--- src/rtl/key_click_funcmod_if.sv ---
// Key trigger inputs and gesture pulse / LED outputs of the click classifier.
interface key_click_funcmod_if;
    logic       isPress;
    logic       isRelease;
    logic       isSingle;
    logic       isDouble;
    logic       isLong;
    logic [2:0] LED;

    modport master (output isPress, isRelease, input isSingle, isDouble, isLong, LED);
    modport slave  (input isPress, isRelease, output isSingle, isDouble, isLong, LED);
endinterface

--- src/rtl/key_click_funcmod.sv ---
// Classifies debounced press/release pulses into single, double and long gestures.
module key_click_funcmod #(
    parameter logic [27:0] T_LONG = 28'd50_000_000,
    parameter logic [27:0] T_GAP  = 28'd15_000_000
) (
    input  logic               CLOCK,
    input  logic               RESET,
    key_click_funcmod_if.slave bus
);
    typedef enum logic [2:0] {
        IDLE     = 3'd0,
        HELD1    = 3'd1,
        GAP      = 3'd2,
        HELD2    = 3'd3,
        WAIT_REL = 3'd4
    } state_t;

    state_t      i;
    logic [27:0] C;

    // A press arriving together with a release is dropped; release always wins.
    logic press_only;
    assign press_only = bus.isPress & ~bus.isRelease;

    always_ff @(posedge CLOCK or negedge RESET) begin
        if (!RESET) begin
            i            <= IDLE;
            C            <= '0;
            bus.isSingle <= 1'b0;
            bus.isDouble <= 1'b0;
            bus.isLong   <= 1'b0;
            bus.LED      <= 3'b000;
        end else begin
            bus.isSingle <= 1'b0;
            bus.isDouble <= 1'b0;
            bus.isLong   <= 1'b0;
            bus.LED      <= bus.LED ^ {bus.isLong, bus.isDouble, bus.isSingle};
            case (i)
                IDLE: begin
                    if (press_only) begin
                        i <= HELD1;
                        C <= '0;
                    end
                end
                HELD1: begin
                    if (bus.isRelease) begin
                        i <= GAP;
                        C <= '0;
                    end else if (C == T_LONG - 28'd1) begin
                        bus.isLong <= 1'b1;
                        C          <= '0;
                        i          <= WAIT_REL;
                    end else begin
                        C <= C + 28'd1;
                    end
                end
                GAP: begin
                    if (press_only) begin
                        i <= HELD2;
                        C <= '0;
                    end else if (C == T_GAP - 28'd1) begin
                        bus.isSingle <= 1'b1;
                        C            <= '0;
                        i            <= IDLE;
                    end else begin
                        C <= C + 28'd1;
                    end
                end
                // Second hold is never timed: a long second press is still a double.
                HELD2: begin
                    if (bus.isRelease) begin
                        bus.isDouble <= 1'b1;
                        i            <= IDLE;
                    end
                end
                WAIT_REL: begin
                    if (bus.isRelease) i <= IDLE;
                end
                default: begin
                    i <= IDLE;
                    C <= '0;
                end
            endcase
        end
    end
endmodule
--- src/flat_wrapper.sv ---
// flat-port wrapper written by rule: the top's interface ports become plain ports
module key_click_funcmod_flat 
#(
    parameter logic [27:0] T_LONG = 28'd50_000_000,
    parameter logic [27:0] T_GAP  = 28'd15_000_000
)
  (CLOCK, RESET, bus_isPress, bus_isRelease, bus_isSingle, bus_isDouble, bus_isLong, bus_LED);
  key_click_funcmod_if bus_i ();
  input  logic CLOCK;
  input  logic RESET;
  input wire logic [$bits(bus_i.isPress)-1:0] bus_isPress;
  input wire logic [$bits(bus_i.isRelease)-1:0] bus_isRelease;
  output wire logic [$bits(bus_i.isSingle)-1:0] bus_isSingle;
  output wire logic [$bits(bus_i.isDouble)-1:0] bus_isDouble;
  output wire logic [$bits(bus_i.isLong)-1:0] bus_isLong;
  output wire logic [$bits(bus_i.LED)-1:0] bus_LED;
  assign bus_i.isPress = bus_isPress;
  assign bus_i.isRelease = bus_isRelease;
  assign bus_isSingle = bus_i.isSingle;
  assign bus_isDouble = bus_i.isDouble;
  assign bus_isLong = bus_i.isLong;
  assign bus_LED = bus_i.LED;
  key_click_funcmod #(.T_LONG(T_LONG), .T_GAP(T_GAP)) u_core (.CLOCK(CLOCK), .RESET(RESET), .bus(bus_i));
endmodule
--- config.mk ---
export PLATFORM = sky130hd
export DESIGN_NAME = key_click_funcmod_flat
export DESIGN_NICKNAME = d
export VERILOG_FILES = /design/src/rtl/key_click_funcmod_if.sv /design/src/rtl/key_click_funcmod.sv /design/src/flat_wrapper.sv
export SDC_FILE = /design/constraint.sdc
export NUM_CORES = 1
export LEC_CHECK = 0
export CAP_MARGIN = 20
export CORE_MARGIN = 1
export CORE_UTILIZATION = 40
export DETAILED_ROUTE_END_ITERATION = 7
export PLACE_DENSITY_LB_ADDON = 0.3
export SYNTH_ARGS = -nofsm -noshare
export SYNTH_HDL_FRONTEND = slang
export SYNTH_SLANG_ARGS = --single-unit
--- constraint.sdc ---
create_clock -name CLOCK -period 4.05 [get_ports CLOCK]
set_input_delay 0.81 -clock CLOCK [delete_from_list [all_inputs] [get_ports CLOCK]]
set_output_delay 0.81 -clock CLOCK [all_outputs]
set_load 0.02 [all_outputs]
==> results summary, run 1 <==
The tool flagged a number of max-cap violations equal to 0. The share of total power dissipated in the clock network is roughly 30%. The instance count of the mapped netlist came out at 207. The number of nets in the synthesized netlist came out at between 200 and 250.

In this run the vertical extent of the chip is between 70 and 80 um. The normalized max-slew margin is between 40 and 50%. The effective utilization at floorplan is between 40% and 50%. The residual DRC count came out at 0. The number of levels the H-tree was split into is 2. CTS placed an instance of sky130_fd_sc_hd__clkbuf_8 at the clock tree root. The switching part of the total is between 30% and 40%. The residual antenna-violating net count after detailed routing came out at 0.

Clock-pin slew was measured on the worst setup and hold paths at 70 ps. The number of vias per cell came out at between 5 and 6. The beginning of the worst hold path is u_core.bus.LED[0]$_DFF_PN0_. Data on the critical path arrives at its endpoint at around 3000 ps. The die width is 73.0 um. The total of warnings raised by yosys is 0.

The count of routing violations after the opening detailed-route iteration came out at around 140. The synthesized area per cell is just under 10 um^2. The wire length of the first global-routing pass came out at ~7100 um. The number of global-route vias before repair came out at about 1.5k. The number of enable-type register cells in the synthesized netlist came out at 0. The maximum buffer depth of the clock tree is 2. The actual transition at the worst max-transition pin came out at ~800 ps. The routed length on met1 is about 2000 um. The largest vdd supply drop came out at 156 uV. TritonCTS built the clock tree. The hold violation total from the final report is 0. The share of the cycle needed by the critical path after routing came out at 69.1%. The global route total overflow is 0. After clock tree synthesis, the repair step resized 0 gates. The HPWL after detailed placement is just under 3000 um. After detailed routing, no signal wire sits above met4. The count of standard-cell rows is 25. The detailed-routed wire length on met2 came out at 1860 um. The count of clock tree sinks is 37. Of the synthesized area, sequential elements account for between 40 and 50%.

The final layout contains 225 nets. The critical-path maximum fanout is 8. The kind of capture point of the worst setup path is a register. The number of storage elements in the synthesis netlist came out at 37. The analysis attributes to net switching a power of about 0.00029 W. The maximum number of pins on one net before global-route repair came out at 38. The end of the worst hold path is u_core.bus.LED[0]$_DFF_PN0_. The die covers 5330 um^2. STA puts the critical path data required time at ~4300 ps. The number of detailed-routing iterations run before antenna repair came out at 4.

The peak clock frequency supported by timing came out at approximately 360 MHz. In this run the critical register-to-register path is captured at u_core.C[15]$_DFFE_PN0P_. Among all flip-flop cells after synthesis, the most frequent one is sky130_fd_sc_hd__dfrtp_1. The worst hold path belongs to the class register to register. The congestion estimate from routability-driven global placement came to between 0.8 and 0.9. The depth of the worst hold-timing path came out at 1. The final sum of negative setup slack is 0 ps.

The run finished with clean final reports. Setup repair after global routing left no endpoint under its margin. The clock latency reported for the late side of the worst-skew pair came out at 290 ps. The number of buffers inserted to repair setup after CTS came out at 0. The proportion of layout cells with a drive suffix above 1 is around 8.6%. Internal power comes to between 0.0006 and 0.0007 W. The number of antenna diodes in the final layout is 0. The launching point of the worst reg2reg path is u_core.C[6]$_DFFE_PN0P_. The routed length on met3 is 108 um. The count of input and output buffers is 9. The number of pins exceeding their max-slew limit in the final report came out at 0. The fill cell total of the finished layout came out at roughly 450.

The core footprint is approximately 4800 um^2. The post-detailed-placement cell area is about 2200 um^2. The minimum period implied by the final worst setup slack came out at between 2000 and 3000 ps. For this block, the routed nets add up to roughly 4000 um of wire.

The detailed-route via count is around 1.6k. The critical path launch point type is an input port. The I/O pin count is 10.

The growth of design area from synthesis to finish is 11.6%. The clock tree skew after final layout came out at around 14 ps. The global-route usage over all layers is 17.9%. The total clock buffers created by CTS is 5. Counting distinct cell types in the post-synthesis netlist gives 50.

The initial antenna violation count came out at 0. The final design area excluding fillers came out at 2250 um^2. The worst reg-to-reg path cell count is 6. The worst setup path is of the input port to register kind.

The setup slack of the worst register-to-register path is roughly 1800 ps. The sequential power share came out at a little under half. In the synthesized netlist the async set-or-reset flop fraction comes to 100%. Setup violations remaining at the end of the flow were counted as 0. The netlist area before placement is approximately 2000 um^2. Summed over all cells, the static leakage comes to 0.960 nW. Combinational logic burns between 20% and 30% of the power. The average wire length per cell after detail routing came out at between 10 and 15 um.

The number of buffers added to fix hold violations after cts came out at 0. The total power divided by cell area is slightly below 400 nW/um^2.
cell usage in the layout, fill, tap and decap left out, drive strengths merged, types with 2 or more instances in the layout:
master and n:
or3 6, clkbuf 7, or4 3, xnor2 3, nor2 29, o211ai 2, inv 2, nor4 4
buf 3, clkdlybuf4s50 8, dfrtp 37, nand3 12, o31ai 2, nor4b 2, a21o 2, nor2b 2
a21oi 11, and3 5, nand2 15, xor2 16, nand4 12, a211oi 2, o21ai 9, nor3 6
power by group through the flow:
stage                     Combinational [W]  Clock [W]  Sequential, W
after floorplan                    0.000169          0       0.000426
after CTS                          0.000210   0.000267       0.000426
after global routing               0.000229   0.000284       0.000430
after global placement             0.000208          0       0.000432
after detailed placement           0.000209          0       0.000433
final                              0.000208   0.000261       0.000426
kinds of logic (layout without fill, tap and decap cells):
kind of cell | Yosys count | in the layout | synth area share, %
AOI/OAI and AO/OA | 36 | 36 | 11.7
xor gates and xnor gates | 19 | 19 | 8.26
adders and majority gates | 1 | 1 | 0.621
buffers and inverters | 7 | 20 | 2.17
DFF | 37 | 37 | 45.9
muxes | 1 | 1 | 0.497
and+or+nand+nor | 106 | 106 | 30.9
final cells by class:
cell class / instances / area [um^2] / share of cell area [%]
clock buffer: 7 / 86.3 / 3.84
inverter: 2 / 7.51 / 0.334
multi-input combinational: 163 / 1050 / 46.5
sequential: 37 / 926 / 41.2
tap: 67 / 83.8 / 3.73
timing repair buffer: 11 / 100 / 4.45
flip-flops by register name, summed over array words and instances (netlist names):
name                 count
u_core.bus.isSingle      1
u_core.i                 3
u_core.bus.LED           3
u_core.C                28
u_core.bus.isDouble      1
u_core.bus.isLong        1
worst max-delay path by stage:
stage	depth (start not counted)	slack, ps	endpoint	start
after floorplan	5	1760	u_core.C[7]$_DFFE_PN0P_	bus_isRelease
after global placement	6	1000	u_core.C[22]$_DFFE_PN0P_	bus_isRelease
after detailed placement	6	900	u_core.C[24]$_DFFE_PN0P_	bus_isRelease
after CTS	6	1230	u_core.C[24]$_DFFE_PN0P_	bus_isRelease
after global routing	6	1050	u_core.C[26]$_DFFE_PN0P_	bus_isRelease
final	6	1250	u_core.C[24]$_DFFE_PN0P_	bus_isRelease
worst max-delay path, stage by stage:
cell	delay, ps
sky130_fd_sc_hd__clkdlybuf4s50_1	540
sky130_fd_sc_hd__or3b_4	470
sky130_fd_sc_hd__a211oi_2	360
sky130_fd_sc_hd__nand4_1	300
sky130_fd_sc_hd__or3_1	390
sky130_fd_sc_hd__a21oi_1	140
metal layers:
layer,track usage [%],vias up
met5,0,-
met4,7.19,0
met3,4.14,7
met2,26.6,22
met1,25.0,773
li1,-,785
metrics by stage:
stage | total power [W] | setup slack (ps) | util, % | hold WS (ps) | std cells
global placement | 0.000640 | 1000 | 45.2 | 451 | 280
global route | 0.000943 | 1050 | 47.0 | 483 | 287
CTS | 0.000903 | 1230 | 47.0 | 465 | 287
finish | 0.000895 | 1250 | 47.0 | 459 | 287
floorplan | 0.000596 | 1760 | - | 473 | 207
detailed placement | 0.000642 | 901 | 45.2 | 452 | 280
synthesized netlist by cell type, types with 3 or more instances:
library cell	instances	area (um^2)
sky130_fd_sc_hd__nand3_1	12	60.1
sky130_fd_sc_hd__nand2_1	14	52.6
sky130_fd_sc_hd__a21oi_1	11	55.1
sky130_fd_sc_hd__nand4_1	12	75.1
sky130_fd_sc_hd__or3_1	6	37.5
sky130_fd_sc_hd__nor3_1	5	25.0
sky130_fd_sc_hd__xnor2_1	3	26.3
sky130_fd_sc_hd__nor4_1	3	18.8
sky130_fd_sc_hd__xor2_1	16	140
sky130_fd_sc_hd__and3_1	5	31.3
sky130_fd_sc_hd__nor2_1	29	109
sky130_fd_sc_hd__o21ai_0	9	45.0
sky130_fd_sc_hd__dfrtp_1	37	926
Power figures use the tool's default switching activity.
==> run 2, diff against run 1 <==
Clock period 4.05 ns to 2.85 ns, I/O delays scaled along.
==> run 2 against run 1 <==
Critical path type unchanged. Setup slack worse by 820 ps. Count of clock-buffer cells in the layout unchanged. Routed wire length up 0.27%. Highest routed layer unchanged. Via count rose by 1.7%.
==> results summary, run 2 (synthesized netlist as in run 1, its figures left out) <==
Result of the run: completed (unchanged). The count of clock tree sinks is 37 (unchanged). The clock latency reported for the late side of the worst-skew pair came out at 280 ps (was 290 ps).

The critical-path maximum fanout is 7 (was 8). The wire length of the first global-routing pass is 7290 um (was 7090 um). The number of global-route vias before repair came out at 1588 (was 1459). The final sum of negative setup slack came out at 0 ps (unchanged). The worst setup path category was input port to register (unchanged). The final design area excluding fillers is 2290 um^2 (was 2250 um^2). The worst endpoint data arrival time is 2620 ps (was 3020 ps). The number of levels the H-tree was split into is 2 (unchanged). The antenna diode instance count came to 0 (unchanged). The count of nets after finishing is 229 (was 225). The residual antenna-violating net count after detailed routing is 0 (unchanged). The number of buffers added to fix hold violations after cts came out at 0 (unchanged).

The register with the highest flop count is u_core.C (unchanged). The worst path uses a little over four fifths of the clock period. The total clock buffers created by CTS is 5 (unchanged). The maximum buffer depth of the clock tree was 2 (unchanged). The static power due to leakage was 0.984 nW (was 0.960 nW). The average wire length per cell after detail routing is 14.1 um (was 14.2 um). The type of the tightest min-delay check was input port to async pin (was register to register). The I/O pin count is 10 (unchanged). The clock network fraction of design power came to 27.7% (was 29.2%). Commonest non-fill, non-tap cells in the layout: sky130_fd_sc_hd__dfrtp_1, sky130_fd_sc_hd__nor2_1, sky130_fd_sc_hd__xor2_1 (unchanged). The peak clock frequency supported by timing is just over 400 MHz. The combinational share of power is 25.8% (was 23.2%). The total power divided by cell area is 568 nW/um^2 (was 398 nW/um^2).

The hold violation total from the final report was 0 (unchanged). The critical path launch point type is an input port (unchanged). The fill cell total of the finished layout came out at 454 (was 447).

The kind of capture point of the worst setup path is a register (unchanged). The total wirelength of the detailed-routed design was 4100 um (was 4090 um). The final count of negative-setup-slack endpoints was 0 (unchanged).

The cell at the root of the clock tree is sky130_fd_sc_hd__clkbuf_8 (unchanged). The global route total overflow is 0 (unchanged). The count of routing violations after the opening detailed-route iteration came out at 131 (was 142). The post-CTS clock slew at the launch and capture registers of the worst setup and hold paths came out at 70 ps (about the same). The TritonCTS clock tree is done (unchanged).

The minimum period implied by the final worst setup slack is roughly 2400 ps. The switching part of the total was 31.7% (was 32.6%). The placed cell count is 284 (was 280).

The highest-utilization routing layer at the global route stage is met2 (unchanged). The final weighted congestion of routability-driven global placement is 0.815 (was 0.875). The count of input and output buffers is 9 (unchanged). The count of standard-cell rows came to 25 (unchanged). The global-route usage over all layers is 17.8% (was 17.9%). The core footprint is 4790 um^2 (unchanged). The clock tree skew after final layout is 5.91 ps (was 13.5 ps). The pre-CTS setup slack came out at 126 ps (was 901 ps). The normalized max-slew margin came out at 45.0% (was 46.6%). The post-cts sizing count came out at 0 (unchanged). The final cell count without fillers is 291 (was 287).

The proportion of layout cells with a drive suffix above 1 is 10.3% (was 8.64%). The detailed-route via count is 1614 (was 1587). The number of vias per cell is 5.55 (was 5.53). The number of flip-flops in the largest register came out at 28 (unchanged). The met2 track utilization from global routing is 28.2% (was 26.6%). The initial antenna violation count is 0 (unchanged).

The die width came out at 73.0 um (unchanged). Registers with the most flip-flops: u_core.C (28), u_core.bus.LED (3), u_core.i (3) (unchanged). The internal power consumption came out at 0.000889 W (was 0.000603 W). The post-detailed-placement cell area is 2210 um^2 (was 2160 um^2). The required time reported for the critical path endpoint is 3060 ps (was 4270 ps). The HPWL after detailed placement came out at 2930 um (was 2910 um). The most frequent standard cell in the layout excluding fill and tap cells is sky130_fd_sc_hd__dfrtp_1 (unchanged). The growth of design area from synthesis to finish came to 13.7% (was 11.6%). The effective utilization at floorplan was 42.1% (unchanged). The number of pins exceeding their max-slew limit in the final report is 0 (unchanged).

The sequential power share came out at 46.5% (was 47.6%). The switching power came to 0.000413 W (was 0.000292 W). The actual transition at the worst max-transition pin is 825 ps (was 801 ps). The residual DRC count came to 0 (unchanged). The met1 layer usage reported by global route was 24.5% (was 25.0%).

The max-cap check violation count was 0 (unchanged). The maximum number of pins on one net before global-route repair is 38 (unchanged). The height of the die is 73.0 um (unchanged). The final setup slack of the worst path is 437 ps (was 1250 ps). The largest vdd supply drop came to 315 uV (was 156 uV).

The number of buffers inserted to repair setup after CTS is 0 (unchanged). RSZ-0062 raised after global routing: no (unchanged). The die area was 5330 um^2 (unchanged).

The number of detailed-routing iterations run before antenna repair came out at 6 (was 4). The met3 track demand over resource in global routing is 3.73% (was 4.14%).
-- run 2: cell types whose count changed in the layout (fill, tap and decap cells not counted), sizes merged --
| cell | delta |
|---|---|
| buf | +4 |
-- run 2: routing by layer --
metal / vias to the layer above / wire (um)
li1: 795 / -
met1: 795 / 2120
met2: 20 / 1800
met3: 4 / 139
met4: 0 / 33
met5: - / 0
-- run 2: through the flow --
stage / total power, W / hold WS (ps) / util, %
floorplan: 0.000847 / 274 / -
detailed placement: 0.000956 / 453 / 46.1
CTS: 0.00132 / 416 / 47.9
global route: 0.00138 / 457 / 47.9
finish: 0.00130 / 386 / 47.9
global placement: 0.000952 / 451 / 46.1
-- run 2: worst max-delay path, cell delays in order --
cell	delay, ps
sky130_fd_sc_hd__clkdlybuf4s50_1	490
sky130_fd_sc_hd__or3b_4	410
sky130_fd_sc_hd__a211oi_2	320
sky130_fd_sc_hd__nand4_1	290
sky130_fd_sc_hd__or3_1	380
sky130_fd_sc_hd__a21oi_1	150
-- run 2: worst paths after layout --
kind / startpoint / end / slack (ps) / cells past startpoint
worst min-delay path: RESET / u_core.C[27]$_DFFE_PN0P_ / 390 / 1
min in group CLOCK: u_core.bus.LED[2]$_DFF_PN0_ / u_core.bus.LED[2]$_DFF_PN0_ / 460 / 1
max in group asynchronous: RESET / u_core.bus.LED[1]$_DFF_PN0_ / 1940 / 1
worst min register to register: u_core.bus.LED[2]$_DFF_PN0_ / u_core.bus.LED[2]$_DFF_PN0_ / 460 / 1
worst max register to register: u_core.C[16]$_DFFE_PN0P_ / u_core.C[12]$_DFFE_PN0P_ / 630 / 6
worst max-delay path: bus_isPress / u_core.C[22]$_DFFE_PN0P_ / 440 / 6
-- run 2: final cells by class --
class	count	area [um^2]	area share, %
clock buffers	7	86.3	3.77
repair buffers	15	143	6.22
multi-input cells	163	1050	45.6
flip-flops and latches	37	926	40.4
inverters	2	7.51	0.328
well taps	67	83.8	3.66
-- run 2: power groups by stage --
stage	Sequential, W	Combinational (W)	Clock, W
after floorplan	0.000606	0.000241	0
after global placement	0.000615	0.000337	0
after detailed placement	0.000616	0.000340	0
after CTS	0.000606	0.000342	0.000372
after global routing	0.000612	0.000371	0.000399
final	0.000606	0.000336	0.000360
==> run 3, diff against run 2 <==
Clock period 2.85 ns to 2.15 ns, I/O delays scaled along.
==> run 3 against run 2 <==
First-iteration DRC count down 6.9%. Sequential cell count unchanged. Register-to-register slack worse by 620 ps. Clock skew down 1.2 ps. Power up 48%. Design area up 16%. Critical path depth up 1. Sequential share of layout area down 5.6 points. Critical path type unchanged. Critical endpoint is now u_core.C[7]$_DFFE_PN0P_. Largest cell class unchanged. Highest routed layer unchanged.
==> results summary, run 3 (synthesized netlist as in run 1, its figures left out) <==
The max-cap check violation count is 0 (unchanged). The pre-CTS setup slack is -336 ps (was 126 ps). The final setup slack of the worst path came out at 2.19 ps (was 437 ps).

The number of detailed-routing iterations run before antenna repair is 4 (was 6). The static power due to leakage was 1.21 nW (was 0.984 nW). The wire length of the first global-routing pass came to 8070 um (was 7290 um). The clock latency reported for the late side of the worst-skew pair came out at 280 ps (about the same). The kind of capture point of the worst setup path was a register (unchanged).

The placed cell count is 321 (was 284). The number of flip-flops in the largest register came out at 28 (unchanged). The cell at the root of the clock tree is sky130_fd_sc_hd__clkbuf_8 (unchanged). The fill cell total of the finished layout was 441 (was 454). The destination of the worst register-to-register timing path is u_core.C[21]$_DFFE_PN0P_ (was u_core.C[12]$_DFFE_PN0P_). The residual DRC count is 0 (unchanged). Derived from the worst setup path, the maximum achievable clock frequency is 466 MHz. The maximum buffer depth of the clock tree is 2 (unchanged). The type of the tightest min-delay check is input port to async pin (unchanged). The proportion of layout cells with a drive suffix above 1 came out at 26.6% (was 10.3%). The global-route usage over all layers came out at 20.5% (was 17.8%). The critical path launch point is bus_isRelease (was bus_isPress). The largest vdd supply drop is 438 uV (was 315 uV).

The detailed-route via count came out at 1772 (was 1614). The post-detailed-placement cell area is 2480 um^2 (was 2210 um^2). The I/O pin count is 10 (unchanged). The core occupancy in the finished layout came out at 55.6% (was 47.9%). The count of nets after finishing is 271 (was 229). The register with the highest flop count was u_core.C (unchanged). The die area came out at 5330 um^2 (unchanged). Commonest non-fill, non-tap cells in the layout: sky130_fd_sc_hd__buf_4, sky130_fd_sc_hd__dfrtp_1, sky130_fd_sc_hd__nor2_1 (was sky130_fd_sc_hd__dfrtp_1, sky130_fd_sc_hd__nor2_1, sky130_fd_sc_hd__xor2_1).

Result of the run: completed (unchanged). The global route total overflow is 0 (unchanged). The count of input and output buffers came out at 9 (unchanged). The hold violation total from the final report is 0 (unchanged).

The height of the die is 73.0 um (unchanged). The HPWL after detailed placement came out at 3380 um (was 2930 um). The initial antenna violation count is 0 (unchanged).

The TritonCTS clock tree is done (unchanged). The count of standard-cell rows came out at 25 (unchanged). The number of buffers added to fix hold violations after cts is 0 (unchanged). The setup slack of the worst register-to-register path is 10 ps (was 630 ps). The antenna diode instance count came out at 0 (unchanged).

The maximum number of pins on one net before global-route repair is 38 (unchanged). The number of vias per cell is 5.31 (was 5.55). The final sum of negative setup slack is 0 ps (unchanged). The required time reported for the critical path endpoint is 2370 ps (was 3060 ps). The core footprint is 4790 um^2 (unchanged). The actual transition at the worst max-transition pin is 818 ps (was 825 ps). The critical path launch point type was an input port (unchanged). The minimum period implied by the final worst setup slack came out at 2150 ps. Registers with the most flip-flops: u_core.C (28), u_core.bus.LED (3), u_core.i (3) (unchanged).

The residual antenna-violating net count after detailed routing was 0 (unchanged). The normalized max-slew margin was 45.5% (was 45.0%). The final weighted congestion of routability-driven global placement is 0.801 (was 0.815).

The number of pins exceeding their max-slew limit in the final report came out at 0 (unchanged). The number of levels the H-tree was split into was 2 (unchanged). The launching point of the worst reg2reg path is u_core.C[24]$_DFFE_PN0P_ (was u_core.C[16]$_DFFE_PN0P_).

The total wirelength of the detailed-routed design is 4600 um (was 4100 um). The final cell count without fillers came out at 334 (was 291). The final count of negative-setup-slack endpoints came to 0 (unchanged).

The number of global-route vias before repair came out at 1741 (was 1588). The worst reg-to-reg path cell count is 8 (was 6). The share of the cycle needed by the critical path after routing is roughly 100%. The critical-path maximum fanout is 2 (was 7). The count of clock tree sinks is 37 (unchanged). The die width is 73.0 um (unchanged). The clock tree skew after final layout was 4.73 ps (was 5.91 ps). The total clock buffers created by CTS is 5 (unchanged).

The growth of design area from synthesis to finish was 32.0% (was 13.7%). The worst endpoint data arrival time is 2370 ps (was 2620 ps). The worst setup path category is input port to register (unchanged). RSZ-0062 raised after global routing: yes (was no).

The final design area excluding fillers is 2660 um^2 (was 2290 um^2). The post-CTS clock slew at the launch and capture registers of the worst setup and hold paths came to 70 ps (about the same). The average wire length per cell after detail routing is 13.8 um (was 14.1 um). The total power divided by cell area came out at 726 nW/um^2 (was 568 nW/um^2). The most frequent standard cell in the layout excluding fill and tap cells is sky130_fd_sc_hd__buf_4 (was sky130_fd_sc_hd__dfrtp_1).

The effective utilization at floorplan was 42.1% (unchanged). The count of routing violations after the opening detailed-route iteration came to 122 (was 131).
-- run 3: repair_timing --
action,in CTS,in global routing
setup buffers,4,1
cloned,1,0
pin swaps,6,6
setup endpoints to repair,6,28
gates resized for setup,3,12
-- run 3: where the power goes --
part	leakage, nW	internal [W]	switching, W
Clock	0.0395	0.000230	0.000226
Sequential	0.510	0.000742	0.0000577
Combinational	0.665	0.000341	0.000333
Total	1.21	0.00131	0.000617
-- run 3: worst max path at each step --
stage | end | cells past startpoint | slack (ps)
3_3_place_gp | u_core.C[27]$_DFFE_PN0P_ | 7 | -290
2_1_floorplan | u_core.C[24]$_DFFE_PN0P_ | 6 | 140
4_1_cts | u_core.C[7]$_DFFE_PN0P_ | 7 | -3
5_1_grt | u_core.C[24]$_DFFE_PN0P_ | 8 | -90
6_report | u_core.C[7]$_DFFE_PN0P_ | 7 | 2
3_5_place_dp | u_core.C[27]$_DFFE_PN0P_ | 7 | -340
-- run 3: per-stage QoR --
step / power (W) / hold WS, ps
6_report: 0.00193 / 238
5_1_grt: 0.00205 / 317
4_1_cts: 0.00192 / 265
3_5_place_dp: 0.00134 / 453
3_3_place_gp: 0.00134 / 448
2_1_floorplan: 0.00112 / 134
-- run 3: area by class of cell --
class                           instances  area (um^2)  share of cell area, %
Clock buffer                            8         80.1                   3.01
Inverter                                2         7.51                  0.282
Multi-Input combinational cell        163         1080                   40.5
Sequential cell                        37          926                   34.8
Tap cell                               67         83.8                   3.15
Timing Repair Buffer                   57          484                   18.2
-- run 3: worst max-delay path, stage by stage --
cell and delay, ps:
sky130_fd_sc_hd__clkdlybuf4s50_1 420, sky130_fd_sc_hd__or3b_4 430, sky130_fd_sc_hd__buf_4 150, sky130_fd_sc_hd__a21o_1 170, sky130_fd_sc_hd__or4b_4 530, sky130_fd_sc_hd__xor2_1 150, sky130_fd_sc_hd__nor2_1 80
-- run 3: per-layer routing --
metal | vias to the layer above | global-route usage, % | routed length (um)
li1 | 876 | - | -
met1 | 847 | 27.5 | 2160
met2 | 40 | 31.7 | 2110
met3 | 9 | 4.42 | 233
met4 | 0 | 9.59 | 102
met5 | - | 0 | 0
